[config.mk]
export PLATFORM = sky130hd
export DESIGN_NAME = data_mem_arbiter
export DESIGN_NICKNAME = d
export VERILOG_FILES = /design/src/rtl/data_mem_arbiter.sv
export SDC_FILE = /design/constraint.sdc
export NUM_CORES = 1
export LEC_CHECK = 0
export ABC_AREA = 1
export CORE_ASPECT_RATIO = 0.6
export CORE_MARGIN = 1.5
export CORE_UTILIZATION = 43
export DETAILED_ROUTE_END_ITERATION = 7
export HOLD_SLACK_MARGIN = 0.02
export PLACE_DENSITY = 0.88
export SYNTH_ARGS = -nofsm -noshare
export SYNTH_HDL_FRONTEND = slang
export SYNTH_SLANG_ARGS = --single-unit
[constraint.sdc]
create_clock -name clk -period 3.44 [get_ports clk]
set_input_delay 0.86 -clock clk [delete_from_list [all_inputs] [get_ports clk]]
set_output_delay 0.86 -clock clk [all_outputs]
set_load 0.01 [all_outputs]
[src/rtl/data_mem_arbiter.sv]
// Two-requester round-robin arbiter in front of a single-port data memory.
// Each transaction is IDLE -> ACCESS -> ACK. Operands are latched at grant.
// Outputs are registered, and there is never a back-to-back grant.
module data_mem_arbiter #(
  parameter int unsigned ADDR_W = 8,
  parameter int unsigned DATA_W = 16
) (
  input  logic              clk,
  input  logic              reset,
  input  logic              req0,
  input  logic              rw0,
  input  logic [ADDR_W-1:0] addr0,
  input  logic [DATA_W-1:0] wdata0,
  output logic              ack0,
  input  logic              req1,
  input  logic              rw1,
  input  logic [ADDR_W-1:0] addr1,
  input  logic [DATA_W-1:0] wdata1,
  output logic              ack1,
  output logic [DATA_W-1:0] rdata,
  output logic              read_write,
  output logic [ADDR_W-1:0] addr,
  output logic [DATA_W-1:0] data_out_memory,
  input  logic [DATA_W-1:0] data_in_memory,
  output logic              busy
);

  typedef enum logic [1:0] {StIdle, StAccess, StAck} state_e;

  state_e              r_state;
  logic                r_owner;       // requester of the transaction in flight
  logic                r_last;        // requester served last; the other one wins a tie
  logic                r_rw;
  logic [ADDR_W-1:0]   r_addr;
  logic [DATA_W-1:0]   r_wdata;
  logic [DATA_W-1:0]   r_rdata;
  logic                r_read_write;
  logic                r_ack0;
  logic                r_ack1;
  logic                r_busy;

  logic                w_pending;
  logic                w_pick;
  logic                w_rw;
  logic [ADDR_W-1:0]   w_addr;
  logic [DATA_W-1:0]   w_wdata;

  // Grant decision: a lone request always wins, a tie goes to the one not served last.
  always_comb begin
    w_pending = req0 | req1;
    if (req0 && req1) begin
      w_pick = ~r_last;
    end else begin
      w_pick = req1;
    end
    w_rw    = w_pick ? rw1    : rw0;
    w_addr  = w_pick ? addr1  : addr0;
    w_wdata = w_pick ? wdata1 : wdata0;
  end

  // Transaction sequencer with registered memory-side and requester-side outputs.
  always_ff @(posedge clk) begin
    if (reset) begin
      r_state      <= StIdle;
      r_owner      <= 1'b0;
      r_last       <= 1'b1;
      r_rw         <= 1'b0;
      r_addr       <= '0;
      r_wdata      <= '0;
      r_rdata      <= '0;
      r_read_write <= 1'b0;
      r_ack0       <= 1'b0;
      r_ack1       <= 1'b0;
      r_busy       <= 1'b0;
    end else begin
      unique case (r_state)
        StIdle: begin
          if (w_pending) begin
            r_state      <= StAccess;
            r_busy       <= 1'b1;
            r_owner      <= w_pick;
            r_rw         <= w_rw;
            r_addr       <= w_addr;
            r_wdata      <= w_wdata;
            r_read_write <= w_rw;
          end
        end
        StAccess: begin
          r_state      <= StAck;
          r_read_write <= 1'b0;
          if (!r_rw) begin
            r_rdata <= data_in_memory;
          end
          r_ack0 <= ~r_owner;
          r_ack1 <= r_owner;
          r_last <= r_owner;
        end
        StAck: begin
          r_state <= StIdle;
          r_busy  <= 1'b0;
          r_ack0  <= 1'b0;
          r_ack1  <= 1'b0;
        end
        default: begin
          r_state <= StIdle;
        end
      endcase
    end
  end

  assign ack0            = r_ack0;
  assign ack1            = r_ack1;
  assign rdata           = r_rdata;
  assign read_write      = r_read_write;
  assign addr            = r_addr;
  assign data_out_memory = r_wdata;
  assign busy            = r_busy;

endmodule

Yosys cells after proc, flatten, opt, wreduce, memory -nomap -nowiden
Index checks and enable logic that the tools add are counted.

word-level totals
  input bits = 70
  flip-flop bits (word level) = 49
  output and inout port bits = 44

operators by class
  eq/ne operators = 3
  multiplexer cells = 12
  bitwise operators = 4
  reduce and logical (&&, ||, !) cells = 9

operators by type and width
  operator                                                               number
  16-bit 2-to-1 mux                                                      1
  8-bit 2-to-1 mux                                                       1
  1-bit one-hot mux with 2 select lines                                  4
  2-bit AND reduction                                                    4
  2-bit nonzero test                                                     3
  1-bit 2-to-1 mux                                                       4
  2-bit one-hot mux with 2 select lines                                  1
  1-bit NOT                                                              3
  2-bit by 1-bit equality test with 1-bit output, second input constant  1
  2-bit equality test, second input constant                             1
  2-bit zero test                                                        1
  2-bit 2-to-1 mux                                                       1
  2-bit != test, second input constant                                   1
  1-bit logical AND                                                      1
  1-bit OR                                                               1

Depth between registers and ports, before layout
Gate-level depths: netlist of the first run.

  word-level depth = 5
  depth in mapped cells = 8
  gate-level depth less buffers = 7

Least setup slack after synthesis of the first run
No wires, ideal clock.

  path kind = input-to-reg
  start = input port req0
  end = register r_addr[1] (netlist: addr[1])
  arrival time = 1.436 ns
  stages = 7
  setup time = 0.117 ns
  path buffers = 2
  required time = 3.323 ns
  path slack = 1.886 ns
  cells stage by stage = nand2_1 > nand2_1 > buf_6 > buf_6 > nor2_1 > nor2_1 > nor2_1

on the way
  word-level cells in the longest chain between the ends = 3
  elaborated cells on any way between the ends = 5
  those cells by class = mux: 2; bitwise: 1; reduce/logical: 2

RTL lines
  what                    RTL line  source
  start: declaration      10        input logic req0,
  1-bit logical AND       51        if (req0 && req1) begin
  1-bit 2-to-1 mux        51
  8-bit 2-to-1 mux        57        w_addr = w_pick ? addr1 : addr0;
  end signal: assignment  83        r_addr <= w_addr;
  end: declaration        34        logic [ADDR_W-1:0] r_addr;

Several ways; a longest one is shown, not always the timed one.
A chain may end at the register's enable or synchronous reset.

Worst setup path after layout of the first run
  start = input port req1
  end = register r_rw

on the way
  word-level cells in the longest chain between the ends = 3
  elaborated cells on any way between the ends = 5
  those cells by class = mux: 2; bitwise: 1; reduce/logical: 2

RTL lines
  what                    RTL line  source
  start: declaration      15        input logic req1,
  1-bit logical AND       51
  1-bit 2-to-1 mux        51
  1-bit 2-to-1 mux        56        w_rw = w_pick ? rw1 : rw0;
  end signal: assignment  82        r_rw <= w_rw;
  end: declaration        33        logic r_rw;

Several ways; a longest one is shown, not always the timed one.

==> impl_metrics.py, run 1 <==
metrics = {
    "status": {
        "status": "finished, final reports clean",
    },
    "floorplan": {
        "pin_count": 114,
        "die_h_um": 58.5,
        "row_count": 19,
        "core_area_um2": 4750,
        "design.die.area_um2": 5580,
        "start_util_pct": 46.4,
        "die_w_um": 95.5,
    },
    "clocking": {
        "cts.clk_slew.worst_paths_ps": 80,
        "cts_resized": 0,
        "cts_buffers": 5,
        "hold_buffers": 0,
        "clock_sinks": 49,
        "clock_latency_ps": 290,
        "cts_tree": "done",
        "ctsRootBufferMaster": "clkbuf_8",
        "htreeDepth": 2,
        "postCtsSetupBuffers": 0,
        "ctsLongestPathBuffers": 2,
    },
    "worst_setup_path": {
        "crit_arrival_ps": 2350,
        "worstPathMaxFanout": 49,
        "cp-start-kind": "input port",
        "crit_type": "in2reg",
        "endpoint_kind": "register",
        "cp.required_ps": 3620,
    },
    "power": {
        "swShare_pct": 30.3,
        "switchingPower_mw": 0.476,
        "comb_power_share_pct": 34.0,
        "p_int_mw": 1.09,
        "p_leak_nw": 1.58,
        "p_clk_share_pct": 21.2,
        "peakVddDrop_mv": 0.312,
        "p_per_area_nw_per_um2": 458,
        "seqPwrFrac_pct": 44.7,
        "power_mw": 1.57,
    },
    "final_layout": {
        "final_core_util_pct": 72.1,
        "diodes": 0,
        "fin_nets": 513,
        "multi_input_comb_area_um2": 992,
        "finalNonFillerCells": 502,
        "drive_above_1_share_pct": 3.19,
        "fillCellCount": 410,
        "regArea_um2": 981,
        "syn_to_final_growth_pct": 55.4,
    },
    "timing": {
        "rsz0062_at_grt": "no",
        "slew_headroom_pct": 66.7,
        "final.setup.worst_slack_ps": 1270,
        "fmax_mhz": 461,
        "period_share_pct": 63.1,
        "fin_tns_setup_ps": 0,
        "fin_skew_ps": 6.89,
        "worstMarginPinSlew_ps": 499,
        "setup_violations": 0,
        "slew_violations": 0,
        "finalHoldViolCount": 0,
        "fin_crit_ps": 2170,
    },
    "routing": {
        "wl_per_cell_um": 11.6,
        "routed_via_density": 4.64,
        "vias": 2328,
        "initialDrtViolationCount": 94,
        "postRouteAntennaNets": 0,
        "drc": 0,
        "routed_wl_um": 5810,
        "firstDrtPassIters": 4,
    },
    "global_routing": {
        "antenna_found_initial": 0,
        "grt_use_total_pct": 21.9,
        "grt_overflow": 0,
        "grt_pass1_wl_um": 9580,
        "grt_pass1_vias": 2207,
        "grt_max_degree": 50,
    },
    "place": {
        "io_buffers": 113,
        "dp.cells": 495,
        "place_ws_ps": 985,
        "routabilityCongestion": 0.876,
        "hpwl_um": 4400,
    },
    "logic_synthesis": {
        "ys_ff_latch": 49,
        "netlist_area_um2": 2210,
        "synth_cells": 333,
        "ys_warn_count": 0,
        "synth.distinct_cells": 17,
        "ys_seq_area_share_pct": 44.5,
        "syn-num-nets": 407,
        "avgSynthCellArea_um2": 6.62,
    },
    "hold_path": {
        "worstHoldPathType": "reg2reg",
    },
    "job": {
        "max-cap-violations": 0,
    },
}
## Yosys cell counts
cell / count / area share (%)
nor2_1: 108 / 18
nand2_1: 60 / 10
dfxtp_1: 49 / 44
inv_1: 34 / 5.8
o21ai_0: 27 / 6.1
o21ai_1: 18 / 4.1
buf_2: 9 / 2.0
a21oi_1: 6 / 1.4
clkbuf_1: 4 / 0.68
ha_1: 4 / 2.3
nand3_1: 4 / 0.91
buf_4: 2 / 0.68
buf_6: 2 / 1.0
inv_2: 2 / 0.34
nor2_4: 2 / 1.0
nor2_2: 1 / 0.28
o211ai_1: 1 / 0.34
## cell type report
cell class              instances  area share, %
multi-input cells             231           29.0
repair buffers                116           33.7
well taps                      63           2.30
inverters                      36           3.94
flip-flops and latches         49           28.6
clock buffers                   7           2.52
## cell families after synthesis
family | after synthesis | synth area share, %
simple gates | 175 | 30.8
fa+ha+maj | 4 | 2.27
compound gates | 52 | 11.9
flops | 49 | 44.5
buf+inv | 53 | 10.5
## metrics by stage
stage	instance area, µm²	hold slack [ps]
CTS	3430	503
floorplan	2210	446
global route	3430	528
detailed placement	3340	488
finish	3430	501
global placement	3340	474
## power by group through the flow
stage                     registers [mW]  clock network (mW)  logic, mW
after floorplan                    0.745                   0      0.227
final                              0.702               0.334      0.535
after global routing               0.713               0.368      0.594
after global placement             0.711                   0      0.522
after CTS                          0.702               0.339      0.540
after detailed placement           0.713                   0      0.538
## critical path, stage by stage
cell	delay, ps
clkdlybuf4s50_1	550
nor2_2	100
nor2_4	120
buf_4	410
inv_1	150
nand2_1	100
a21oi_1	60
## registers in the layout (all words and copies together), names as in the netlist
name and count:
addr 8, r_state 2, data_out_memory 16, read_write 1
ack1 1, rdata 16, ack0 1, r_last 1
r_rw 1, r_owner 1, busy 1
## cell usage in the layout (no fill, tap or decap)
cell | synthesis | layout
inv_1 | 34 | 34
o21ai_1 | 18 | 18
nand3_1 | 4 | 4
nor2_1 | 108 | 108
ha_1 | 4 | 4
clkdlybuf4s50_1 | 0 | 113
dfxtp_1 | 49 | 49
buf_4 | 2 | 3
o21ai_0 | 27 | 27
a21oi_1 | 6 | 6
nor2_4 | 2 | 2
clkbuf_8 | 0 | 6
nor2_2 | 1 | 1
o211ai_1 | 1 | 1
nand2_1 | 60 | 60
inv_2 | 2 | 2
clkbuf_1 | 4 | 1
## worst paths after layout
kind	start	end	slack, ps	cells after the start
setup / recovery	req1	r_rw	1270	7
hold / removal	read_write	read_write	500	2
setup reg to reg	r_state[1]	rdata[13]	1720	7
hold reg to reg	read_write	read_write	500	2
## routing by layer
metal | up-vias | global-route usage [%] | share of wire [%]
li1 | 1218 | - | -
met1 | 1031 | 28.7 | 48
met2 | 77 | 36.3 | 44
met3 | 2 | 6.85 | 7.2
met4 | 0 | 3.99 | 0.33
met5 | - | 0 | 0
No activity file was read; power rests on OpenSTA's default activity.
==> run 2: changes to the inputs <==
--- a/config.mk
+++ b/config.mk
@@ -8,10 +8,10 @@
 export ABC_AREA = 1
 export CORE_ASPECT_RATIO = 0.6
 export CORE_MARGIN = 1.5
-export CORE_UTILIZATION = 43
+export CORE_UTILIZATION = 40
 export DETAILED_ROUTE_END_ITERATION = 7
 export HOLD_SLACK_MARGIN = 0.02
-export PLACE_DENSITY = 0.88
+export PLACE_DENSITY = 0.83
 export SYNTH_ARGS = -nofsm -noshare
 export SYNTH_HDL_FRONTEND = slang
 export SYNTH_SLANG_ARGS = --single-unit
==> constraint.sdc (replaced) <==
create_clock -name clk -period 2 [get_ports clk]
set_input_delay 0.5 -clock clk [delete_from_list [all_inputs] [get_ports clk]]
set_output_delay 0.5 -clock clk [all_outputs]
set_load 0.01 [all_outputs]
==> impl_metrics.py, run 2 (synthesized netlist as in run 1, its figures left out) <==
metrics = {
    "status": {
        "status": "finished with violations",
        "violations": "DRC",
    },
    "timing": {
        "rsz0062_at_grt": "no",
        "fin_skew_ps": 12.2,
        "final.setup.worst_slack_ps": 281,
        "period_share_pct": 85.9,
        "finalHoldViolCount": 0,
        "fmax_mhz": 582,
        "setup_violations": 0,
        "slew_violations": 0,
        "fin_crit_ps": 1720,
        "worstMarginPinSlew_ps": 467,
        "slew_headroom_pct": 68.9,
        "fin_tns_setup_ps": 0,
    },
    "clocking": {
        "postCtsSetupBuffers": 0,
        "clock_sinks": 49,
        "htreeDepth": 2,
        "cts_resized": 0,
        "hold_buffers": 0,
        "ctsLongestPathBuffers": 2,
        "cts.clk_slew.worst_paths_ps": 90,
        "cts_tree": "done",
        "clock_latency_ps": 300,
        "cts_buffers": 5,
        "ctsRootBufferMaster": "clkbuf_8",
    },
    "global_routing": {
        "grt_pass1_vias": 2067,
        "grt_max_degree": 50,
        "antenna_found_initial": 0,
        "grt_pass1_wl_um": 9250,
        "grt_use_total_pct": 19.4,
        "grt_overflow": 0,
    },
    "routing": {
        "vias": 2349,
        "routed_wl_um": 5660,
        "postRouteAntennaNets": 0,
        "firstDrtPassIters": 6,
        "wl_per_cell_um": 11.1,
        "initialDrtViolationCount": 80,
        "drc": 5,
        "routed_via_density": 4.61,
    },
    "floorplan": {
        "start_util_pct": 42.6,
        "die_h_um": 60.5,
        "core_area_um2": 5180,
        "die_w_um": 98.9,
        "design.die.area_um2": 5980,
        "pin_count": 114,
        "row_count": 20,
    },
    "hold_path": {
        "hold_depth": 2,
        "worstHoldPathType": "reg2reg",
        "min_to": "r_last",
        "min_from": "r_last",
    },
    "worst_setup_path": {
        "cp.required_ps": 1500,
        "r2r_cells": 7,
        "worstPathMaxFanout": 2,
        "r2r_slack_ps": 550,
        "crit_type": "reg2out",
        "r2r-start": "r_state[1]",
        "cp-start-kind": "register",
        "crit_arrival_ps": 1220,
        "critPathMaxStageDelay_ps": 550,
        "worstReg2RegEnd": "rdata[4]",
        "crit_chain": "clkdlybuf4s50_1",
        "endpoint_kind": "output port",
        "critPathTopFamily": "buffers and inverters",
        "path_buf_inv": 1,
        "cp_slowest_cell": "clkdlybuf4s50_1",
    },
    "final_layout": {
        "syn_to_final_growth_pct": 59.0,
        "layout_common_cells": "clkdlybuf4s50_1 (113), nor2_1 (108), nand2_1 (60)",
        "drive_above_1_share_pct": 4.06,
        "fin_nets": 516,
        "fillCellCount": 445,
        "layout_commonest_cell": "clkdlybuf4s50_1",
        "diodes": 0,
    },
    "power": {
        "p_leak_nw": 1.62,
        "p_per_area_nw_per_um2": 821,
        "peakVddDrop_mv": 0.378,
    },
    "place": {
        "hpwl_um": 4230,
        "routabilityCongestion": 0.755,
        "place_ws_ps": 182,
        "io_buffers": 113,
    },
    "job": {
        "max-cap-violations": 0,
    },
}
## run 2: how the worst max path moves through the flow
stage / depth (start not counted) / endpoint / slack [ps] / startpoint
2_1_floorplan: 8 / addr[2] / 740 / r_state[0]
3_3_place_gp: 7 / read_write / 230 / req0
3_5_place_dp: 7 / read_write / 180 / req0
4_1_cts: 1 / read_write / 260 / read_write
5_1_grt: 1 / addr[4] / 240 / addr[4]
6_report: 1 / data_out_memory[2] / 280 / data_out_memory[2]
## run 2: routing by layer
| layer | share of wire (%) | global-route usage [%] |
|---|---|---|
| met5 | 0 | 0 |
| met4 | 0.58 | 5.92 |
| met3 | 6.4 | 5.65 |
| met2 | 43 | 32.0 |
| met1 | 50 | 25.4 |
## run 2: per-stage QoR
stage | power [mW] | instances | hold WS, ps | util [%] | instance area, µm²
floorplan | 1.67 | 333 | 446 | - | 2210
global placement | 2.15 | 501 | 475 | 65.5 | 3390
detailed placement | 2.17 | 501 | 477 | 65.5 | 3390
CTS | 2.90 | 509 | 500 | 67.7 | 3510
global route | 3.05 | 509 | 517 | 67.7 | 3510
finish | 2.88 | 509 | 500 | 67.7 | 3510
## run 2: final cells by class
| type | count | area (µm²) | area share (%) |
|---|---|---|---|
| flip-flops and latches | 49 | 981 | 28.0 |
| clock buffers | 7 | 86.3 | 2.46 |
| clock inverters | 1 | 30.0 | 0.856 |
| repair buffers | 119 | 1200 | 34.2 |
| well taps | 66 | 82.6 | 2.35 |
| multi-input cells | 231 | 992 | 28.3 |
| inverters | 36 | 135 | 3.85 |
## run 2: power by group
| part | total (mW) | switching [mW] | leakage (nW) | internal, mW |
|---|---|---|---|---|
| sequential | 1.21 | 0.0824 | 0.406 | 1.13 |
| clock | 0.726 | 0.318 | 0.0585 | 0.408 |
| combinational | 0.945 | 0.438 | 1.15 | 0.507 |
| total | 2.88 | 0.839 | 1.62 | 2.04 |
